===== src/rtl/stage_ctrl_pkg.sv =====
// Shared stage codes, FSM state encoding and small helpers for the stage controller.
package stage_ctrl_pkg;

  // Stage codes shared with the kill counter and the display logic.
  localparam logic [3:0] ST_INIT  = 4'h0;
  localparam logic [3:0] ST_FIRST = 4'h1;
  localparam logic [3:0] ST_WIN   = 4'hE;
  localparam logic [3:0] ST_OVER  = 4'hF;

  // Game-flow states.
  typedef enum logic [2:0] {
    S_IDLE  = 3'd0,
    S_PLAY  = 3'd1,
    S_CLEAR = 3'd2,
    S_WIN   = 3'd3,
    S_OVER  = 3'd4
  } state_e;

  // Intermission timer width: enough bits to hold CLEAR_CYCLES-1, never zero.
  function automatic int timer_width(input int cycles);
    int w;
    w = (cycles > 1) ? $clog2(cycles) : 1;
    return w;
  endfunction

  // Kills scored since the stage began; the 4-bit subtraction absorbs the 15->0 wrap.
  function automatic logic [3:0] kill_delta(input logic [3:0] kills, input logic [3:0] base);
    logic [3:0] d;
    d = kills - base;
    return d;
  endfunction

endpackage


===== src/rtl/stage_ctrl_onepulse.sv =====
// Rising-edge detector for the start button. The armed flag stays low until the
// input has been seen low once after reset, so a button held through reset
// release does not count as a press.
module stage_ctrl_onepulse (
  input  logic clk,
  input  logic rst,
  input  logic sig_in,
  output logic pulse
);

  logic prev_q;
  logic prev_d;
  logic armed_q;
  logic armed_d;

  // Next history/armed values and the single-cycle pulse.
  always_comb begin
    prev_d  = sig_in;
    armed_d = armed_q | ~sig_in;
    pulse   = sig_in & ~prev_q & armed_q;
  end

  // History registers with asynchronous active-low reset.
  always_ff @(posedge clk or negedge rst) begin
    if (!rst) begin
      prev_q  <= 1'b0;
      armed_q <= 1'b0;
    end else begin
      prev_q  <= prev_d;
      armed_q <= armed_d;
    end
  end

endmodule


===== src/rtl/stage_ctrl.sv =====
// Stage controller: sequences IDLE -> PLAY -> CLEAR -> PLAY ... -> WIN, with
// OVER on player death. Tracks the kill total at stage entry (base) so the
// per-stage kill count is a wrap-safe 4-bit difference.
module stage_ctrl
  import stage_ctrl_pkg::*;
#(
  parameter int KILLS_PER_STAGE = 4,
  parameter int LAST_STAGE      = 3,
  parameter int CLEAR_CYCLES    = 50_000_000
) (
  input  logic       clk,
  input  logic       rst,
  input  logic       start,
  input  logic [3:0] kills,
  input  logic       player_dead,
  output logic [3:0] stage,
  output logic       in_play,
  output logic       clear_active,
  output logic [3:0] stage_kills
);

  localparam int             TW         = timer_width(CLEAR_CYCLES);
  localparam logic [TW-1:0]  TIMER_LOAD = TW'(CLEAR_CYCLES - 1);
  localparam logic [TW-1:0]  TIMER_ZERO = TW'(0);
  localparam logic [TW-1:0]  TIMER_ONE  = TW'(1);
  localparam logic [3:0]     KILL_GOAL  = 4'(KILLS_PER_STAGE);
  localparam logic [3:0]     STAGE_MAX  = 4'(LAST_STAGE);

  state_e        state_q;
  state_e        state_d;
  logic [3:0]    stage_q;
  logic [3:0]    stage_d;
  logic [3:0]    base_q;
  logic [3:0]    base_d;
  logic [TW-1:0] timer_q;
  logic [TW-1:0] timer_d;
  logic          in_play_q;
  logic          in_play_d;
  logic          clear_active_q;
  logic          clear_active_d;

  logic          start_op_s;
  logic [3:0]    delta_s;
  logic          goal_s;

  stage_ctrl_onepulse u_start_pulse (
    .clk    (clk),
    .rst    (rst),
    .sig_in (start),
    .pulse  (start_op_s)
  );

  // Per-stage kill count and goal detection from the live kill total.
  always_comb begin
    delta_s = kill_delta(kills, base_q);
    goal_s  = (delta_s >= KILL_GOAL);
    if (state_q == S_PLAY) begin
      stage_kills = delta_s;
    end else begin
      stage_kills = 4'h0;
    end
  end

  // Next-state logic for the game flow; player death outranks every other exit.
  always_comb begin
    state_d = state_q;
    stage_d = stage_q;
    base_d  = base_q;
    timer_d = timer_q;
    case (state_q)
      S_IDLE: begin
        if (start_op_s) begin
          state_d = S_PLAY;
          stage_d = ST_FIRST;
          base_d  = kills;
        end else begin
          stage_d = ST_INIT;
        end
      end
      S_PLAY: begin
        if (player_dead) begin
          state_d = S_OVER;
          stage_d = ST_OVER;
        end else if (goal_s && (stage_q == STAGE_MAX)) begin
          state_d = S_WIN;
          stage_d = ST_WIN;
        end else if (goal_s) begin
          state_d = S_CLEAR;
          timer_d = TIMER_LOAD;
        end else begin
          state_d = S_PLAY;
        end
      end
      S_CLEAR: begin
        if (player_dead) begin
          state_d = S_OVER;
          stage_d = ST_OVER;
        end else if (timer_q == TIMER_ZERO) begin
          // Rebase on the kills seen now so intermission kills never count.
          state_d = S_PLAY;
          stage_d = stage_q + 4'h1;
          base_d  = kills;
        end else begin
          timer_d = timer_q - TIMER_ONE;
        end
      end
      S_WIN, S_OVER: begin
        // Always pass through stage 0 so the kill counter gets cleared.
        if (start_op_s) begin
          state_d = S_IDLE;
          stage_d = ST_INIT;
        end else begin
          state_d = state_q;
        end
      end
      default: begin
        state_d = S_IDLE;
        stage_d = ST_INIT;
        base_d  = 4'h0;
        timer_d = TIMER_ZERO;
      end
    endcase
  end

  // Moore status flags decoded from the next state so they register in step with it.
  always_comb begin
    in_play_d      = (state_d == S_PLAY);
    clear_active_d = (state_d == S_CLEAR);
  end

  // State and status registers with asynchronous active-low reset.
  always_ff @(posedge clk or negedge rst) begin
    if (!rst) begin
      state_q        <= S_IDLE;
      stage_q        <= ST_INIT;
      base_q         <= 4'h0;
      timer_q        <= TIMER_ZERO;
      in_play_q      <= 1'b0;
      clear_active_q <= 1'b0;
    end else begin
      state_q        <= state_d;
      stage_q        <= stage_d;
      base_q         <= base_d;
      timer_q        <= timer_d;
      in_play_q      <= in_play_d;
      clear_active_q <= clear_active_d;
    end
  end

  assign stage        = stage_q;
  assign in_play      = in_play_q;
  assign clear_active = clear_active_q;

endmodule


===== config.mk =====
export PLATFORM = sky130hd
export DESIGN_NAME = stage_ctrl
export DESIGN_NICKNAME = d
export VERILOG_FILES = /design/src/rtl/stage_ctrl_pkg.sv /design/src/rtl/stage_ctrl_onepulse.sv /design/src/rtl/stage_ctrl.sv
export SDC_FILE = /design/constraint.sdc
export NUM_CORES = 1
export LEC_CHECK = 0
export ABC_AREA = 1
export CAP_MARGIN = 20
export CELL_PAD_IN_SITES_DETAIL_PLACEMENT = 1
export CELL_PAD_IN_SITES_GLOBAL_PLACEMENT = 1
export CORE_UTILIZATION = 42
export CTS_CLUSTER_SIZE = 25
export DETAILED_ROUTE_END_ITERATION = 12
export PLACE_DENSITY_LB_ADDON = 0.25
export SLEW_MARGIN = 15
export SYNTH_ARGS = -nofsm -noshare
export SYNTH_HDL_FRONTEND = slang
export SYNTH_SLANG_ARGS = --single-unit

===== constraint.sdc =====
create_clock -name clk -period 2.4 [get_ports clk]
set_clock_uncertainty 0.05 [all_clocks]
set_input_delay 0.36 -clock clk [delete_from_list [all_inputs] [get_ports clk]]
set_output_delay 0.36 -clock clk [all_outputs]
set_load 0.02 [all_outputs]

==> flow_results.xml <==
<?xml version="1.0" encoding="UTF-8"?>
<metrics>
  <group name="logic_synthesis">
    <metric name="synth.ff_latch_count" unit="">41</metric>
    <metric name="netlist.area_leader.share" unit="%">36.61</metric>
    <metric name="syn_nets" unit="">446</metric>
    <metric name="synthesis.area" unit="sq um">2803</metric>
    <metric name="synth_area_leaders" unit="">sky130_fd_sc_hd__dfrtp_1 37%, sky130_fd_sc_hd__nand2_1 23%, sky130_fd_sc_hd__nor2_1 9.5%</metric>
    <metric name="synth.largest_area_cell" unit="">sky130_fd_sc_hd__dfrtp_1</metric>
    <metric name="synth_top_family_by_area" unit="">simple AND/OR/NAND/NOR gates</metric>
    <metric name="synth.yosys.seq_area_share" unit="%">36.61</metric>
    <metric name="synth-compound-area-share" unit="%">6.339</metric>
    <metric name="syn_avg_cell_area" unit="sq um">6.503</metric>
    <metric name="synthArstFlopShare" unit="%">100.0</metric>
    <metric name="synth_simple_gate_area_share" unit="%">44.02</metric>
    <metric name="ys_types" unit="">28</metric>
    <metric name="post_synth_edffs" unit="">0</metric>
    <metric name="synth_top_flop_cell" unit="">sky130_fd_sc_hd__dfrtp_1</metric>
    <metric name="synthesis.instances" unit="">431</metric>
    <metric name="synthXorXnorAreaFrac" unit="%">3.125</metric>
    <metric name="synth-adder-area-share" unit="%">3.393</metric>
    <metric name="synth.area.mux_share" unit="%">0</metric>
    <metric name="yosys_warnings" unit="">0</metric>
  </group>
  <group name="pwr">
    <metric name="power.ir.vdd_worst" unit="mV">0.6861</metric>
    <metric name="p_leak" unit="nW">1.827</metric>
    <metric name="netSwitchingFraction" unit="%">53.30</metric>
    <metric name="clock_power_share" unit="%">10.8</metric>
    <metric name="power.share.combinational" unit="%">67.3</metric>
    <metric name="power.internal" unit="W">0.002588</metric>
    <metric name="power_per_cell_area" unit="nW/um^2">1669</metric>
    <metric name="switching_power" unit="W">0.002953</metric>
    <metric name="seqPwrFrac" unit="%">22.0</metric>
  </group>
  <group name="clocking">
    <metric name="clock_tree_from_tritoncts" unit="">done</metric>
    <metric name="cts-buffers-inserted" unit="">5</metric>
    <metric name="cts_max_path_buffers" unit="">2</metric>
    <metric name="cts_root_buf" unit="">sky130_fd_sc_hd__clkbuf_8</metric>
    <metric name="cts_num_sinks" unit="">41</metric>
    <metric name="insertion_delay" unit="ns">0.30</metric>
    <metric name="cts_setup_buffers" unit="">0</metric>
    <metric name="htree_num_levels" unit="">2</metric>
    <metric name="clock_slew_at_reported_path_ffs" unit="ns">0.08</metric>
  </group>
  <group name="detailed_routing">
    <metric name="total_number_of_vias" unit="">2831</metric>
    <metric name="postRouteAntennaNets" unit="">0</metric>
    <metric name="drcViolationCount" unit="">0</metric>
    <metric name="total_wirelength_of_the_detailed_routed_design" unit="microns">7929</metric>
    <metric name="wire_per_inst" unit="microns">14.60</metric>
    <metric name="violation_count_after_the_first_detailed_route_iteration" unit="">121</metric>
    <metric name="vias_per_cell" unit="">5.214</metric>
    <metric name="detailedRoute.firstPassIterationCount" unit="">4</metric>
  </group>
  <group name="global_routing">
    <metric name="grt_start_max_net_pins" unit="">25</metric>
    <metric name="globalRouteOverflowTotal" unit="">0</metric>
    <metric name="overall_track_demand_over_capacity_in_global_routing" unit="%">25.20</metric>
    <metric name="antenna_found_initial" unit="">0</metric>
    <metric name="first_pass_grt_wire_length" unit="microns">14230</metric>
    <metric name="grt_pass1_vias" unit="">2992</metric>
  </group>
  <group name="layout">
    <metric name="n_fill_cell" unit="">854</metric>
    <metric name="post_route_cells_drive_above_1_share" unit="%">9.657</metric>
    <metric name="final-seq-area" unit="sq um">1026</metric>
    <metric name="area_growth_syn_to_layout" unit="%">18.48</metric>
    <metric name="nets" unit="">480</metric>
    <metric name="antenna-diode-count" unit="">0</metric>
    <metric name="finalNonFillerCells" unit="">543</metric>
    <metric name="multiInputGateArea" unit="sq um">1617</metric>
    <metric name="final_util" unit="%">52.00</metric>
  </group>
  <group name="floorplanning">
    <metric name="floorplan.rows" unit="">29</metric>
    <metric name="core_region_area" unit="sq um">6386</metric>
    <metric name="floorplan.io_pins" unit="">18</metric>
    <metric name="floorplan.die_area" unit="sq um">7004</metric>
    <metric name="initial_utilization" unit="%">43.89</metric>
    <metric name="die-width" unit="microns">83.69</metric>
    <metric name="die-height" unit="microns">83.69</metric>
  </group>
  <group name="setup_path">
    <metric name="startpoint_type" unit="">input port</metric>
    <metric name="r2r_start" unit="">base_q[2]</metric>
    <metric name="cp.required" unit="ns">1.99</metric>
    <metric name="critPathSlowestCell" unit="">sky130_fd_sc_hd__clkdlybuf4s50_1</metric>
    <metric name="critical_path.max_stage_delay" unit="ns">0.48</metric>
    <metric name="critical_path_depth" unit="">7</metric>
    <metric name="worst_r2r_path_depth" unit="">12</metric>
    <metric name="critical_path.n_buffers_inverters" unit="">3</metric>
    <metric name="path_class" unit="">in2out</metric>
    <metric name="crit_arrival" unit="ns">1.92</metric>
    <metric name="cp_top_family" unit="">buffers and inverters</metric>
    <metric name="worst-path-max-fanout" unit="">2</metric>
    <metric name="critPathLaunch" unit="">kills[0]</metric>
    <metric name="timing.critical_path.to_type" unit="">output port</metric>
    <metric name="worstPathCellList" unit="">clkdlybuf4s50_1 &gt; inv_1 &gt; ha_1 &gt; fa_2 &gt; xor2_2 &gt; nor2_1 &gt; buf_2</metric>
  </group>
  <group name="placed_design">
    <metric name="dp_cells" unit="">534</metric>
    <metric name="post-dp-hpwl" unit="microns">5932</metric>
    <metric name="numPortBuffers" unit="">17</metric>
    <metric name="dp_slack" unit="ns">-0.4170</metric>
    <metric name="globalplace.congestion" unit="">0.8292</metric>
  </group>
  <group name="sta">
    <metric name="tightest_slew" unit="ns">0.5430</metric>
    <metric name="final_critical_path_time_including_i_o_delays_and_setup" unit="ns">2.327</metric>
    <metric name="max_freq" unit="MHz">429.7</metric>
    <metric name="fin_crit_sh" unit="%">96.98</metric>
    <metric name="finalSetupViolations" unit="">0</metric>
    <metric name="maxSlewHeadroom" unit="%">63.67</metric>
    <metric name="grt_setup_unrepaired" unit="">false</metric>
    <metric name="setup_ws" unit="ns">0.07254</metric>
    <metric name="hold_viol" unit="">0</metric>
    <metric name="drv_slew" unit="">0</metric>
  </group>
  <group name="flow_run">
    <metric name="max_capacitance_violation_total" unit="">0</metric>
  </group>
  <group name="run_status">
    <metric name="status" unit="">finished clean</metric>
  </group>
  <group name="min_path">
    <metric name="holdCritStartpoint" unit="">u_start_pulse.armed_q</metric>
    <metric name="worst_hold_path_type" unit="">reg2reg</metric>
    <metric name="min_delay_path_depth" unit="">1</metric>
  </group>
</metrics>
synthesized netlist by cell type, types with 2 or more instances:
master                     count
sky130_fd_sc_hd__nand2_1     174
sky130_fd_sc_hd__nor2_1       71
sky130_fd_sc_hd__dfrtp_1      41
sky130_fd_sc_hd__inv_1        34
sky130_fd_sc_hd__nand3_1      33
sky130_fd_sc_hd__o21ai_0      18
sky130_fd_sc_hd__a21oi_1      11
sky130_fd_sc_hd__nand4_1       7
sky130_fd_sc_hd__ha_1          6
sky130_fd_sc_hd__xnor2_1       5
sky130_fd_sc_hd__xor2_1        5
sky130_fd_sc_hd__buf_2         3
sky130_fd_sc_hd__clkbuf_1      3
sky130_fd_sc_hd__buf_6         2
sky130_fd_sc_hd__nand2_4       2
sky130_fd_sc_hd__nand3b_1      2
sky130_fd_sc_hd__nor2_2        2
sky130_fd_sc_hd__nor3b_1       2
worst reg2reg max path, delay by kind of cell (launching register included):
| family | cells | cell delay [ns] |
|---|---|---|
| simple gates | 7 | 0.71 |
| buf+inv | 3 | 0.38 |
| flops | 1 | 0.35 |
| fa+ha+maj | 1 | 0.31 |
| compound gates | 1 | 0.18 |
path summary, 6_finish.rpt:
kind | to | slack (ns)
min reg2reg | u_start_pulse.armed_q | 0.43
max reg2reg | timer_q[15] | 0.31
max in group asynchronous | clear_active | 1.17
min in group asynchronous | timer_q[22] | 0.46
max | stage_kills[2] | 0.07
min | u_start_pulse.armed_q | 0.43
placed cells by master, fill, tap and decap left out, types with 2 or more instances in the layout:
| cell type | instances |
|---|---|
| sky130_fd_sc_hd__buf_2 | 2 |
| sky130_fd_sc_hd__nand3_1 | 33 |
| sky130_fd_sc_hd__xnor2_1 | 5 |
| sky130_fd_sc_hd__o21ai_0 | 18 |
| sky130_fd_sc_hd__nor3b_1 | 2 |
| sky130_fd_sc_hd__nand2_4 | 2 |
| sky130_fd_sc_hd__buf_4 | 14 |
| sky130_fd_sc_hd__clkbuf_2 | 2 |
| sky130_fd_sc_hd__xor2_1 | 4 |
| sky130_fd_sc_hd__ha_1 | 6 |
| sky130_fd_sc_hd__nor2_4 | 2 |
| sky130_fd_sc_hd__nand3b_1 | 2 |
| sky130_fd_sc_hd__nand4_1 | 7 |
| sky130_fd_sc_hd__nand2_1 | 171 |
| sky130_fd_sc_hd__buf_12 | 3 |
| sky130_fd_sc_hd__nand2_2 | 4 |
| sky130_fd_sc_hd__clkdlybuf4s50_1 | 12 |
| sky130_fd_sc_hd__dfrtp_1 | 41 |
| sky130_fd_sc_hd__inv_1 | 34 |
| sky130_fd_sc_hd__nor2_1 | 71 |
| sky130_fd_sc_hd__a21oi_1 | 11 |
| sky130_fd_sc_hd__clkbuf_8 | 6 |
final cells by class:
type,instances,area share [%]
clock buffer,6,2.487
clock inverter,2,1.130
inverter,35,4.032
multi-input combinational,347,48.68
sequential,41,30.90
tap,77,2.901
timing repair buffer,35,9.872
registers in the layout, summed over array words and instances (netlist names):
name                   cells
u_start_pulse.prev_q       1
base_q                     4
timer_q                   26
clear_active               1
in_play                    1
stage                      4
u_start_pulse.armed_q      1
state_q                    3
what timing repair did:
action,CTS,global route
pin swaps,0,0
gates cloned,0,0
setup endpoints to repair,4,35
resized for setup,8,9
hold buffers,1,0
endpoints found under the hold margin,17,0
metrics by stage:
stage	total power, W	setup TNS, ns	hold WS [ns]	cell area (sq um)
6_report	0.005541	0	0.4283	3321
5_1_grt	0.006149	0	0.4679	3321
4_1_cts	0.005551	0	0.4346	3309
3_5_place_dp	0.004888	-8.940	0.2649	3181
3_3_place_gp	0.004743	-5.619	0.2626	3181
2_1_floorplan	0.003719	0	0.01441	2803
power groups by stage:
stage	sequential (W)	clock [W]	combinational, W
3_3_place_gp	0.00121	0	0.00354
6_report	0.00122	0.000596	0.00373
5_1_grt	0.00126	0.000639	0.00425
2_1_floorplan	0.00118	0	0.00254
3_5_place_dp	0.00122	0	0.00366
4_1_cts	0.00122	0.000620	0.00371
metal layers:
metal	vias to the layer above	track usage [%]	wire (microns)	share of wire (%)
met3	7	3.759	227	2.9
met1	1371	34.03	3812	48
li1	1419	-	-	-
met4	0	7.396	86	1.1
met2	34	41.83	3802	48
met5	-	0	0	0
kinds of logic after synthesis:
kind of cell               count (synthesis)
DFF                                       41
buffers and inverters                     43
adders and majority gates                  7
AOI/OAI and AO/OA                         32
and+or+nand+nor                          298
xor gates and xnor gates                  10
(Power assumes the default switching activity.)
